<file path="src/rtl/ca_pkg.sv">
// Shared types and constants for the cellular-automaton rule sequencer.
package ca_pkg;

    localparam int RULE_W  = 8;
    localparam int COLOR_W = 6;

    localparam logic [RULE_W-1:0] RULE_TABLE [0:7] = '{
        8'd30, 8'd110, 8'd22, 8'd73, 8'd90, 8'd146, 8'd105, 8'd102
    };

    typedef enum logic [1:0] {
        RELEASED,
        PRESS_PEND,
        PRESSED,
        REL_PEND
    } btn_state_t;

    // A rule with nothing in bits [6:1] would draw black live cells; force white instead.
    function automatic logic [COLOR_W-1:0] rule_to_color(input logic [RULE_W-1:0] r);
        return (r[6:1] == '0) ? '1 : r[6:1];
    endfunction

endpackage

</file>
<file path="src/rtl/ca_btn_debounce.sv">
// Button synchronizer plus a debounce FSM that only looks at the button on frame ticks.
//
// state      | meaning
// RELEASED   | button idle
// PRESS_PEND | seen high on one frame tick, waiting for confirmation
// PRESSED    | press confirmed (event already emitted)
// REL_PEND   | seen low once while pressed, waiting for confirmation
module ca_btn_debounce
    import ca_pkg::*;
#(
    parameter int SYNC_STAGES = 2
) (
    input  logic clk,
    input  logic rst_n,
    input  logic frame_tick,
    input  logic btn,
    output logic press
);

    logic [SYNC_STAGES-1:0] sync_q;
    logic                   btn_s;
    btn_state_t             state_q;
    btn_state_t             state_d;

    assign btn_s = sync_q[SYNC_STAGES-1];

    always_ff @(posedge clk) begin
        if (!rst_n) begin
            sync_q  <= '0;
            state_q <= RELEASED;
        end else begin
            sync_q  <= {sync_q[SYNC_STAGES-2:0], btn};
            state_q <= state_d;
        end
    end

    // press is combinational so the consumer acts on the same frame tick edge.
    always_comb begin
        state_d = state_q;
        press   = 1'b0;
        if (frame_tick) begin
            case (state_q)
                RELEASED:   if (btn_s) state_d = PRESS_PEND;
                PRESS_PEND: begin
                    if (btn_s) begin
                        state_d = PRESSED;
                        press   = 1'b1;
                    end else begin
                        state_d = RELEASED;
                    end
                end
                PRESSED:    if (!btn_s) state_d = REL_PEND;
                REL_PEND:   state_d = btn_s ? PRESSED : RELEASED;
                default:    state_d = RELEASED;
            endcase
        end
    end

endmodule

</file>
<file path="src/rtl/ca_rule_sequencer.sv">
// Selects the Wolfram rule and live-cell colour per screen band; state moves only on frame ticks.
module ca_rule_sequencer
    import ca_pkg::*;
#(
    parameter  int NUM_RULES   = 8,
    parameter  int AUTO_FRAMES = 64,
    parameter  int SYNC_STAGES = 2,
    localparam int IW          = $clog2(NUM_RULES)
) (
    input  logic               clk,
    input  logic               rst_n,
    input  logic               frame_tick,
    input  logic               band_tick,
    input  logic               btn_next,
    input  logic               btn_prev,
    input  logic               sw_auto,
    input  logic               sw_custom,
    input  logic [RULE_W-1:0]  custom_rule,
    output logic [RULE_W-1:0]  rule,
    output logic [COLOR_W-1:0] rule_color,
    output logic [IW-1:0]      base_idx,
    output logic [IW-1:0]      band_idx
);

    localparam int            FW         = (AUTO_FRAMES > 2) ? $clog2(AUTO_FRAMES) : 1;
    localparam logic [FW-1:0] FRAME_LOAD = FW'(AUTO_FRAMES - 1);

    logic [SYNC_STAGES-1:0] auto_sq;
    logic [SYNC_STAGES-1:0] cust_sq;
    logic [RULE_W-1:0]      crule_sq [SYNC_STAGES];
    logic                   auto_s;
    logic                   cust_s;
    logic [RULE_W-1:0]      crule_s;

    logic                   next_ev;
    logic                   prev_ev;
    logic                   single_ev;
    logic                   auto_adv;

    logic [IW-1:0]          band_cnt;
    logic [IW-1:0]          base_q;
    logic [FW-1:0]          frame_rem;
    logic                   cust_en;
    logic [RULE_W-1:0]      cust_rule;

    logic [IW-1:0]          idx_sum;
    logic [RULE_W-1:0]      rule_d;

    assign auto_s  = auto_sq[SYNC_STAGES-1];
    assign cust_s  = cust_sq[SYNC_STAGES-1];
    assign crule_s = crule_sq[SYNC_STAGES-1];

    always_ff @(posedge clk) begin
        if (!rst_n) begin
            auto_sq <= '0;
            cust_sq <= '0;
            for (int i = 0; i < SYNC_STAGES; i++) crule_sq[i] <= '0;
        end else begin
            auto_sq     <= {auto_sq[SYNC_STAGES-2:0], sw_auto};
            cust_sq     <= {cust_sq[SYNC_STAGES-2:0], sw_custom};
            crule_sq[0] <= custom_rule;
            for (int i = 1; i < SYNC_STAGES; i++) crule_sq[i] <= crule_sq[i-1];
        end
    end

    ca_btn_debounce #(.SYNC_STAGES(SYNC_STAGES)) u_next (
        .clk        (clk),
        .rst_n      (rst_n),
        .frame_tick (frame_tick),
        .btn        (btn_next),
        .press      (next_ev)
    );

    ca_btn_debounce #(.SYNC_STAGES(SYNC_STAGES)) u_prev (
        .clk        (clk),
        .rst_n      (rst_n),
        .frame_tick (frame_tick),
        .btn        (btn_prev),
        .press      (prev_ev)
    );

    assign single_ev = next_ev ^ prev_ev;
    assign auto_adv  = !next_ev && !prev_ev && auto_s && (frame_rem == '0);

    // frame_rem counts down the frames left before an auto advance; FRAME_LOAD means none elapsed.
    always_ff @(posedge clk) begin
        if (!rst_n) begin
            band_cnt  <= '0;
            base_q    <= '0;
            frame_rem <= FRAME_LOAD;
            cust_en   <= 1'b0;
            cust_rule <= '0;
        end else begin
            if (frame_tick) begin
                band_cnt <= '0;
            end else if (band_tick) begin
                band_cnt <= band_cnt + 1'b1;
            end

            if (frame_tick) begin
                cust_en   <= cust_s;
                cust_rule <= crule_s;
                if (next_ev && !prev_ev) begin
                    base_q <= base_q + 1'b1;
                end else if (prev_ev && !next_ev) begin
                    base_q <= base_q - 1'b1;
                end else if (auto_adv) begin
                    base_q <= base_q + 1'b1;
                end
            end

            if (!auto_s || (frame_tick && (single_ev || frame_rem == '0))) begin
                frame_rem <= FRAME_LOAD;
            end else if (frame_tick) begin
                frame_rem <= frame_rem - 1'b1;
            end
        end
    end

    assign idx_sum  = base_q + band_cnt;
    assign rule_d   = cust_en ? cust_rule : RULE_TABLE[idx_sum];
    assign base_idx = base_q;

    always_ff @(posedge clk) begin
        if (!rst_n) begin
            rule       <= RULE_TABLE[0];
            rule_color <= rule_to_color(RULE_TABLE[0]);
            band_idx   <= '0;
        end else begin
            rule       <= rule_d;
            rule_color <= rule_to_color(rule_d);
            band_idx   <= idx_sum;
        end
    end

endmodule
</file>
<file path="config.mk">
export PLATFORM = sky130hd
export DESIGN_NAME = ca_rule_sequencer
export DESIGN_NICKNAME = d
export VERILOG_FILES = /design/src/rtl/ca_pkg.sv /design/src/rtl/ca_btn_debounce.sv /design/src/rtl/ca_rule_sequencer.sv
export SDC_FILE = /design/constraint.sdc
export NUM_CORES = 1
export LEC_CHECK = 0
export CORE_MARGIN = 2
export CORE_UTILIZATION = 42
export CTS_BUF_LIST = sky130_fd_sc_hd__clkbuf_8
export CTS_CLUSTER_DIAMETER = 50
export CTS_CLUSTER_SIZE = 12
export DETAILED_ROUTE_END_ITERATION = 10
export GPL_TIMING_DRIVEN = 0
export PLACE_DENSITY = 0.7
export SYNTH_ARGS = -nofsm -noshare
export SYNTH_HDL_FRONTEND = slang
export SYNTH_SLANG_ARGS = --single-unit
export TNS_END_PERCENT = 10
</file>
<file path="constraint.sdc">
create_clock -name clk -period 2.1 [get_ports clk]
set_clock_uncertainty 0.05 [all_clocks]
set_input_delay 0.315 -clock clk [delete_from_list [all_inputs] [get_ports clk]]
set_output_delay 0.315 -clock clk [all_outputs]
set_load 0.05 [all_outputs]
</file>
==> results by group, run 1 <==
Die
  • Die Wd: 82.5 um
  • FP Rows: 28
  • Starting Density: 0.437
  • Die area: 0.00680 mm^2
  • Core box area: 0.00592 mm^2
  • I/O pins: 36
  • Die Ht: 82.5 um

Logic synthesis
  • Top post-synthesis cells by count: dfxtp_1, and2_1, nor2_1, nand2_1, mux2i_1
  • EDFF count, synth: 0
  • Sequential share of the synthesized area: 0.511
  • Synth area leaders: dfxtp_1, and2_1, mux2i_1, ha_1, nor2b_1
  • Most used DFF post-synth: dfxtp_1
  • Synth Cell Area: roughly 0.0026 mm^2
  • Synth area leader: dfxtp_1
  • Unique masters post-synth: 41
  • Most common cell in the netlist: dfxtp_1
  • Ys async rst share: 0
  • Synthesized Nets: 281
  • Top-area cell type share of the netlist area: 0.511
  • Mean Syn Cell Area: 10.1 um^2
  • Yosys reg bits: 66
  • Mapped Cells: 255
  • Yosys warns: 0

Clocking
  • CTS Root Cell: clkbuf_8
  • Clock sink count: 66
  • Hold-fix buffers, CTS: 0
  • Clk buf depth: 2
  • Clock insertion delay at the later pin of the skew report: ~0.34 ns
  • CTS tree: built
  • Worst-path clk slew: 0.07 ns
  • Htree depth: 3
  • TritonCTS Buffers: 9

Placed design
  • Dpl hpwl: 3180 um
  • PortBufs: 35
  • GPL Wtd Cong: ~0.8
  • Placed cell areas: 0.00303 mm^2
  • Post-placement cell count: 365

Timing
  • Setup Viol. Count Final: 0
  • Hold_ws: 0.384 ns
  • Max Slew Vio Count: 0
  • RSZ-0062 raised after global routing: yes
  • Fin. Hold Viols: 0
  • Max_slew headroom: 0.596
  • Fmax: 0.486 GHz
  • Actual slew at the worst max-slew pin: 0.606 ns
  • Final Critical Period: 2.06 ns
  • Final TNS setup: 0 ns
  • Period utilization: 0.980

Critical path
  • Critical Path RT: 2.24 ns
  • Worst EP arrival: ~2.2 ns
  • Crit-path max FO: 6
  • Setup CP Type: reg2reg
  • Crit. End Element: register
  • Critical Path Source Type: register

Detailed routing
  • DRT iter0 DRCs: 129
  • DR DRC count: 0
  • Vias per cell: 4.79
  • DR vias: about 1800
  • Pre-antenna DRT Iters: 5
  • Post-route ant nets: 0
  • Post-DR wirelength/cell: 11.9 um
  • Drt total wl: 4560 um

Finish
  • Fin cells: 383
  • Area grow syn2layout: 26.6%
  • Antenna Cells: 0
  • Final Net Count: 329
  • Combined area of the multi-input logic cells: 0.00120 mm^2
  • Fillers: 513
  • FF/Latch Area: 0.00132 mm^2
  • Post-route design area: 0.00327 mm^2
  • Share of cells above drive strength 1: 0.0974

Power and ir drop
  • Peak VDD IR: 494 uV
  • Power Total: 2.55 mW
  • Leak: 1.35 nW
  • PwrDens: 779 mW/mm^2

Global route
  • Gr ovfl total: 0
  • Vias in the first global route: 1679
  • GR Util All Layers: 0.155
  • Initial antenna violation count: 0
  • First-pass GRT wire length: 7760 um
  • Largest net degree at the start of global routing: 13

Job
  • Max cap viols: 0

Min path
  • Worst hold path class: reg2reg

Outcome
  • Outcome: completed
-- cell families after synthesis --
| logic type | after synthesis | share of synthesized area |
|---|---|---|
| flip-flops | 66 | 0.511 |
| XOR/XNOR | 10 | 0.0402 |
| multiplexers | 15 | 0.0586 |
| AO/OA/AOI/OAI | 33 | 0.0862 |
| adder cells (fa/ha/maj) | 10 | 0.0513 |
| AND/OR/NAND/NOR | 103 | 0.224 |
| buffers and inverters | 18 | 0.0290 |
-- worst max-delay path, stage by stage, from the launching register on --
cell and delay, ns:
dfxtp_2 0.34, ha_1 0.20, fa_1 0.36, xor3_2 0.30, buf_4 0.18, xnor2_1 0.13
o22ai_1 0.18, o311ai_0 0.17
-- state kept, by name (all words and copies together), names as in the netlist, 3 cells and up, named ones only --
signal	flops
band_cnt	3
band_idx	3
base_idx	3
crule_sq	16
cust_rule	8
frame_rem	6
rule	8
rule_color	6
-- stage by stage --
| stage | util | setup WS [ns] |
|---|---|---|
| 2_1_floorplan | - | 0.0132 |
| 4_1_cts | 0.550 | -0.00394 |
| 6_report | 0.553 | 0.0412 |
| 3_3_place_gp | 0.512 | -0.680 |
| 3_5_place_dp | 0.512 | -0.735 |
| 5_1_grt | 0.553 | -0.0606 |
-- cell type report --
| type | instances | area share |
|---|---|---|
| clock inverters | 6 | 0.0195 |
| repair buffers | 37 | 0.112 |
| flip-flops and latches | 66 | 0.404 |
| plain buffers | 11 | 0.0180 |
| inverters | 7 | 0.00803 |
| multi-input cells | 171 | 0.367 |
| clock buffers | 10 | 0.0420 |
| well taps | 75 | 0.0287 |
-- cell usage in the layout, fill, tap and decap left out, types with 2 or more instances in the layout --
cell / netlist / routed
and3_1: 3 / 3
a21oi_1: 5 / 4
clkbuf_8: 0 / 11
inv_1: 7 / 7
xnor2_1: 7 / 7
a21boi_0: 3 / 3
o21ai_0: 13 / 11
xor2_1: 2 / 2
buf_4: 0 / 2
nor3_1: 6 / 6
nor2b_1: 13 / 12
o21a_1: 2 / 2
clkinvlp_4: 0 / 2
mux2i_1: 14 / 14
nand3_1: 3 / 3
clkbuf_1: 10 / 9
dfxtp_1: 66 / 65
o21ai_1: 0 / 2
nand2_1: 15 / 15
nand4b_1: 2 / 2
clkdlybuf4s50_1: 0 / 34
nor2_1: 18 / 18
ha_1: 9 / 8
o211a_1: 2 / 2
nand2b_1: 4 / 4
and2_1: 30 / 30
clkinv_2: 0 / 2
or4_1: 2 / 2
-- timing repair --
action	in CTS	in global routing
pin swaps	1	0
setup buffers	1	1
setup endpoints to repair	10	6
gates resized for setup	6	4
-- path summary, 6_finish.rpt --
path	startpoint	to	slack [ns]	cells after the start
worst min-delay path	crule_sq[0][4]	crule_sq[1][4]	0.38	1
worst max-delay path	base_idx[0]	rule_color[0]	0.04	7
worst max register to register	base_idx[0]	rule_color[0]	0.04	7
worst min register to register	crule_sq[0][4]	crule_sq[1][4]	0.38	1
-- per-layer routing --
| layer | up-vias | part of all wire | global-route usage |
|---|---|---|---|
| met3 | 5 | 0.043 | 0.0554 |
| met1 | 843 | 0.50 | 0.207 |
| li1 | 951 | - | - |
| met4 | 0 | 0.011 | 0.0600 |
| met5 | - | 0 | 0 |
| met2 | 35 | 0.45 | 0.227 |
-- power by group --
part / internal, mW / total, mW / switching (mW)
combinational: 0.0853 / 0.178 / 0.0931
sequential: 1.29 / 1.30 / 0.0154
clock: 0.580 / 1.07 / 0.487
Power figures use the tool's default switching activity.
==> run 2: changes to the inputs <==
- CAP_MARGIN: default -> 20
- CORE_UTILIZATION: 42 -> 50
- PLACE_DENSITY: 0.7 -> 0.81
- SYNTH_HIERARCHICAL: default -> 1
==> results by group, run 2 <==
Outcome
  • Outcome: completed

Timing
  • Max Slew Vio Count: 0 (unchanged)
  • Final TNS setup: 0 ns (unchanged)
  • RSZ-0062 raised after global routing: yes
  • Final Critical Period: 2.03 ns (-0.0308 ns)
  • Setup Viol. Count Final: 0 (unchanged)
  • Min setup slack post-route: 0.0720 ns (+0.0308 ns)
  • Fmax: 0.493 GHz (+1.5%)
  • Actual slew at the worst max-slew pin: 0.488 ns (-0.118 ns)
  • Hold_ws: 0.384 ns (-0.000308 ns)
  • Fin. Hold Viols: 0 (unchanged)
  • Max_slew headroom: 0.670 (+0.0744)
  • Period utilization: 0.966 (-0.0147)

Placed design
  • Pre-CTS setup slack: -0.413 ns (+0.322 ns)
  • PortBufs: 35 (unchanged)
  • Post-placement cell count: 346 (-5.2%)
  • Placed cell areas: 0.00296 mm^2 (-2.2%)
  • GPL Wtd Cong: 0.787 (-4.1%)
  • Dpl hpwl: 2930 um (-8.1%)

Die
  • Core box area: 0.00479 mm^2 (-19%)
  • I/O pins: 36 (unchanged)
  • Starting Density: 0.528 (+0.0915)
  • Die area: 0.00564 mm^2 (-17%)
  • Die Ht: 75.1 um (-8.9%)
  • Die Wd: 75.1 um (-8.9%)
  • FP Rows: 25 (-11%)

Logic synthesis
  • Yosys reg bits: 66 (unchanged)
  • Area share of fa/ha/maj cells after synthesis: 0.0525 (+0.00117)
  • Synth area leader: dfxtp_1
  • Synth area leaders: dfxtp_1, and2_1, ha_1, mux2i_1, nand2_1
  • Synth Area in Compound Gates: 0.0629 (-0.0233)
  • Top post-synthesis cells by count: dfxtp_1, and2_1, nand2_1, mux2i_1, nor2b_1
  • Mean Syn Cell Area: 10.4 um^2 (+2.2%)
  • Sequential share of the synthesized area: 0.523 (+0.0116)
  • Mapped Cells: 244 (-4.3%)
  • Most used DFF post-synth: dfxtp_1
  • Yosys warns: 6 (+6)
  • Synth Cell Area: 0.00253 mm^2 (-2.2%)
  • Synthesized Nets: 270 (-3.9%)
  • EDFF count, synth: 0 (unchanged)
  • Unique masters post-synth: 42 (+2.4%)
  • Post-Synth XOR/XNOR Area: 0.0510 (+0.0108)
  • Top-area cell type share of the netlist area: 0.523 (+0.0116)
  • Mux contribution to synthesized area: 0.0480 (-0.0105)
  • Synth Area in Simple Gates: 0.235 (+0.0110)
  • Ys async rst share: 0 (unchanged)
  • Largest family of logic cells by synthesized area: simple AND/OR/NAND/NOR gates
  • Most common cell in the netlist: dfxtp_1

Clocking
  • Clk buf depth: 2 (unchanged)
  • Hold-fix buffers, CTS: 0 (unchanged)
  • CTS tree: built
  • Clock insertion delay at the later pin of the skew report: 0.34 ns (about the same)
  • CTS Root Cell: clkbuf_8
  • Clock sink count: 66 (unchanged)
  • Htree depth: 3 (unchanged)
  • Worst-path clk slew: 0.07 ns (about the same)
  • TritonCTS Buffers: 9 (unchanged)

Power and ir drop
  • Clock share of power: 0.420 (about the same)
  • Power Total: 2.54 mW (-0.52%)
  • Register share of total power: 0.514 (+0.003)
  • Switch share: 0.231 (-0.00272)
  • Net switching power: 0.586 mW (-1.7%)
  • Leak: 1.29 nW (-4.4%)
  • PwrDens: 798 mW/mm^2 (+2.4%)
  • Internal power: 1.95 mW (-0.16%)
  • Peak VDD IR: 491 uV (-0.72%)
  • Combinational Power Share: 0.067 (-0.003)

Critical path
  • Setup CP Type: reg2reg
  • CP startpoint: base_idx[0]
  • Worst r2r path cells: 6 (-1)
  • Critical Path RT: 2.25 ns (about the same)
  • R2r setup slk: 0.07 ns (+0.03 ns)
  • FF-to-FF Start: base_idx[0]
  • End of the worst register-to-register path: rule_color[0]
  • CP Capture Point: rule_color[0]
  • Critical Path Source Type: register
  • Worst EP arrival: 2.18 ns (-0.02 ns)
  • Crit. End Element: register
  • Crit-path max FO: 10 (+4)

Finish
  • Post-route design area: 0.00318 mm^2 (-2.9%)
  • Antenna Cells: 0 (unchanged)
  • Final Net Count: 317 (-3.6%)
  • Area grow syn2layout: 25.8%
  • Util after Layout: 0.664 (+0.111)
  • Most frequent cells in the layout: dfxtp_1, clkdlybuf4s50_1, and2_1
  • Fin cells: 363 (-5.2%)
  • Share of cells above drive strength 1: 0.108 (+0.0107)
  • Biggest register: crule_sq
  • Regs by FF count: crule_sq: 16 flops, cust_rule: 8 flops, rule: 8 flops
  • Largest register FFs: 16 (unchanged)
  • Leading cell type in the layout, fill and taps excluded: dfxtp_1

Detailed routing
  • Post-route ant nets: 0 (unchanged)
  • DR vias: 1798 (-2.0%)
  • Pre-antenna DRT Iters: 4 (-1)
  • Post-DR wirelength/cell: 11.8 um (-1.3%)
  • Vias per cell: 4.95 (+3.4%)
  • DR DRC count: 0 (unchanged)
  • DRT iter0 DRCs: 93 (-28%)
  • Drt total wl: 4270 um (-6.5%)

Global route
  • Gr ovfl total: 0 (unchanged)
  • Initial antenna violation count: 0 (unchanged)
  • Vias in the first global route: 1626 (-3.2%)
  • First-pass GRT wire length: 7130 um (-8.1%)
  • GR Util All Layers: 0.174 (+0.0195)
  • Largest net degree at the start of global routing: 13 (unchanged)

Min path
  • Start point of the worst hold path: crule_sq[0][1]
  • Worst hold path class: reg2reg

Job
  • Max cap viols: 0 (unchanged)
==> run 2: cell types whose count changed after synthesis, sizes merged, moves of 3 or more <==
cell	delta
nor2	-13
nand2	+9
o21ai	-6
clkbuf	-5
a21oi	-4
nand3	+4
nand3b	+4
nor3	-4
buf	+3
mux2i	-3
==> run 2: cells by family (layout without fill, tap and decap cells) <==
logic type	Yosys count	count (layout)
flip-flops	66	66
AO/OA/AOI/OAI	23	23
buffers and inverters	18	70
multiplexers	12	12
AND/OR/NAND/NOR	102	102
XOR/XNOR	13	13
adder cells (fa/ha/maj)	10	10
==> run 2: how the worst min path moves through the flow <==
stage / end / slack (ns) / cells past startpoint
4_1_cts: crule_sq[1][7] / 0.39 / 1
3_3_place_gp: crule_sq[1][5] / 0.36 / 1
6_report: crule_sq[1][1] / 0.38 / 1
5_1_grt: cust_sq[1] / 0.41 / 1
3_5_place_dp: crule_sq[1][7] / 0.37 / 1
2_1_floorplan: u_next/sync_q[1] / 0.36 / 1
==> run 2: cell type report <==
class,instances,area (um^2)
Timing Repair Buffer,36,357
Tap cell,67,83.8
Multi-Input combinational cell,160,1140
Clock buffer,10,138
Inverter,9,33.8
Buffer,9,37.5
Sequential cell,66,1320
Clock inverter,6,65.1
Fill cell,393,1610
==> run 2: critical path, cell delays in order, from the launching register on <==
cell and delay, ns:
dfxtp_2 0.36, ha_1 0.21, fa_1 0.37, xnor3_2 0.35, xnor2_2 0.18, o21ai_1 0.25, nand3_1 0.13
==> run 2: power by group through the flow <==
stage          Sequential (mW)  Combinational (mW)  Clock, mW
6_report                  1.30               0.169       1.06
5_1_grt                   1.31               0.187       1.14
4_1_cts                   1.30               0.169       1.09
3_5_place_dp              1.33               0.168          0
3_3_place_gp              1.33               0.165          0
2_1_floorplan             1.36              0.0751          0
==> run 2: routing by layer <==
layer  global-route usage  vias to the layer above  routed length, um
met3               0.0442                        6                185
met4                0.123                        0                 95
met5                    0                        -                  0
met1                0.218                      836               2010
met2                0.261                       51               1980
li1                     -                      905                  -
==> run 2: repair_timing <==
action | in CTS | in global routing
gates resized for setup | 2 | 1
endpoints found under the setup margin | 2 | 1
buffers inserted | 0 | 1
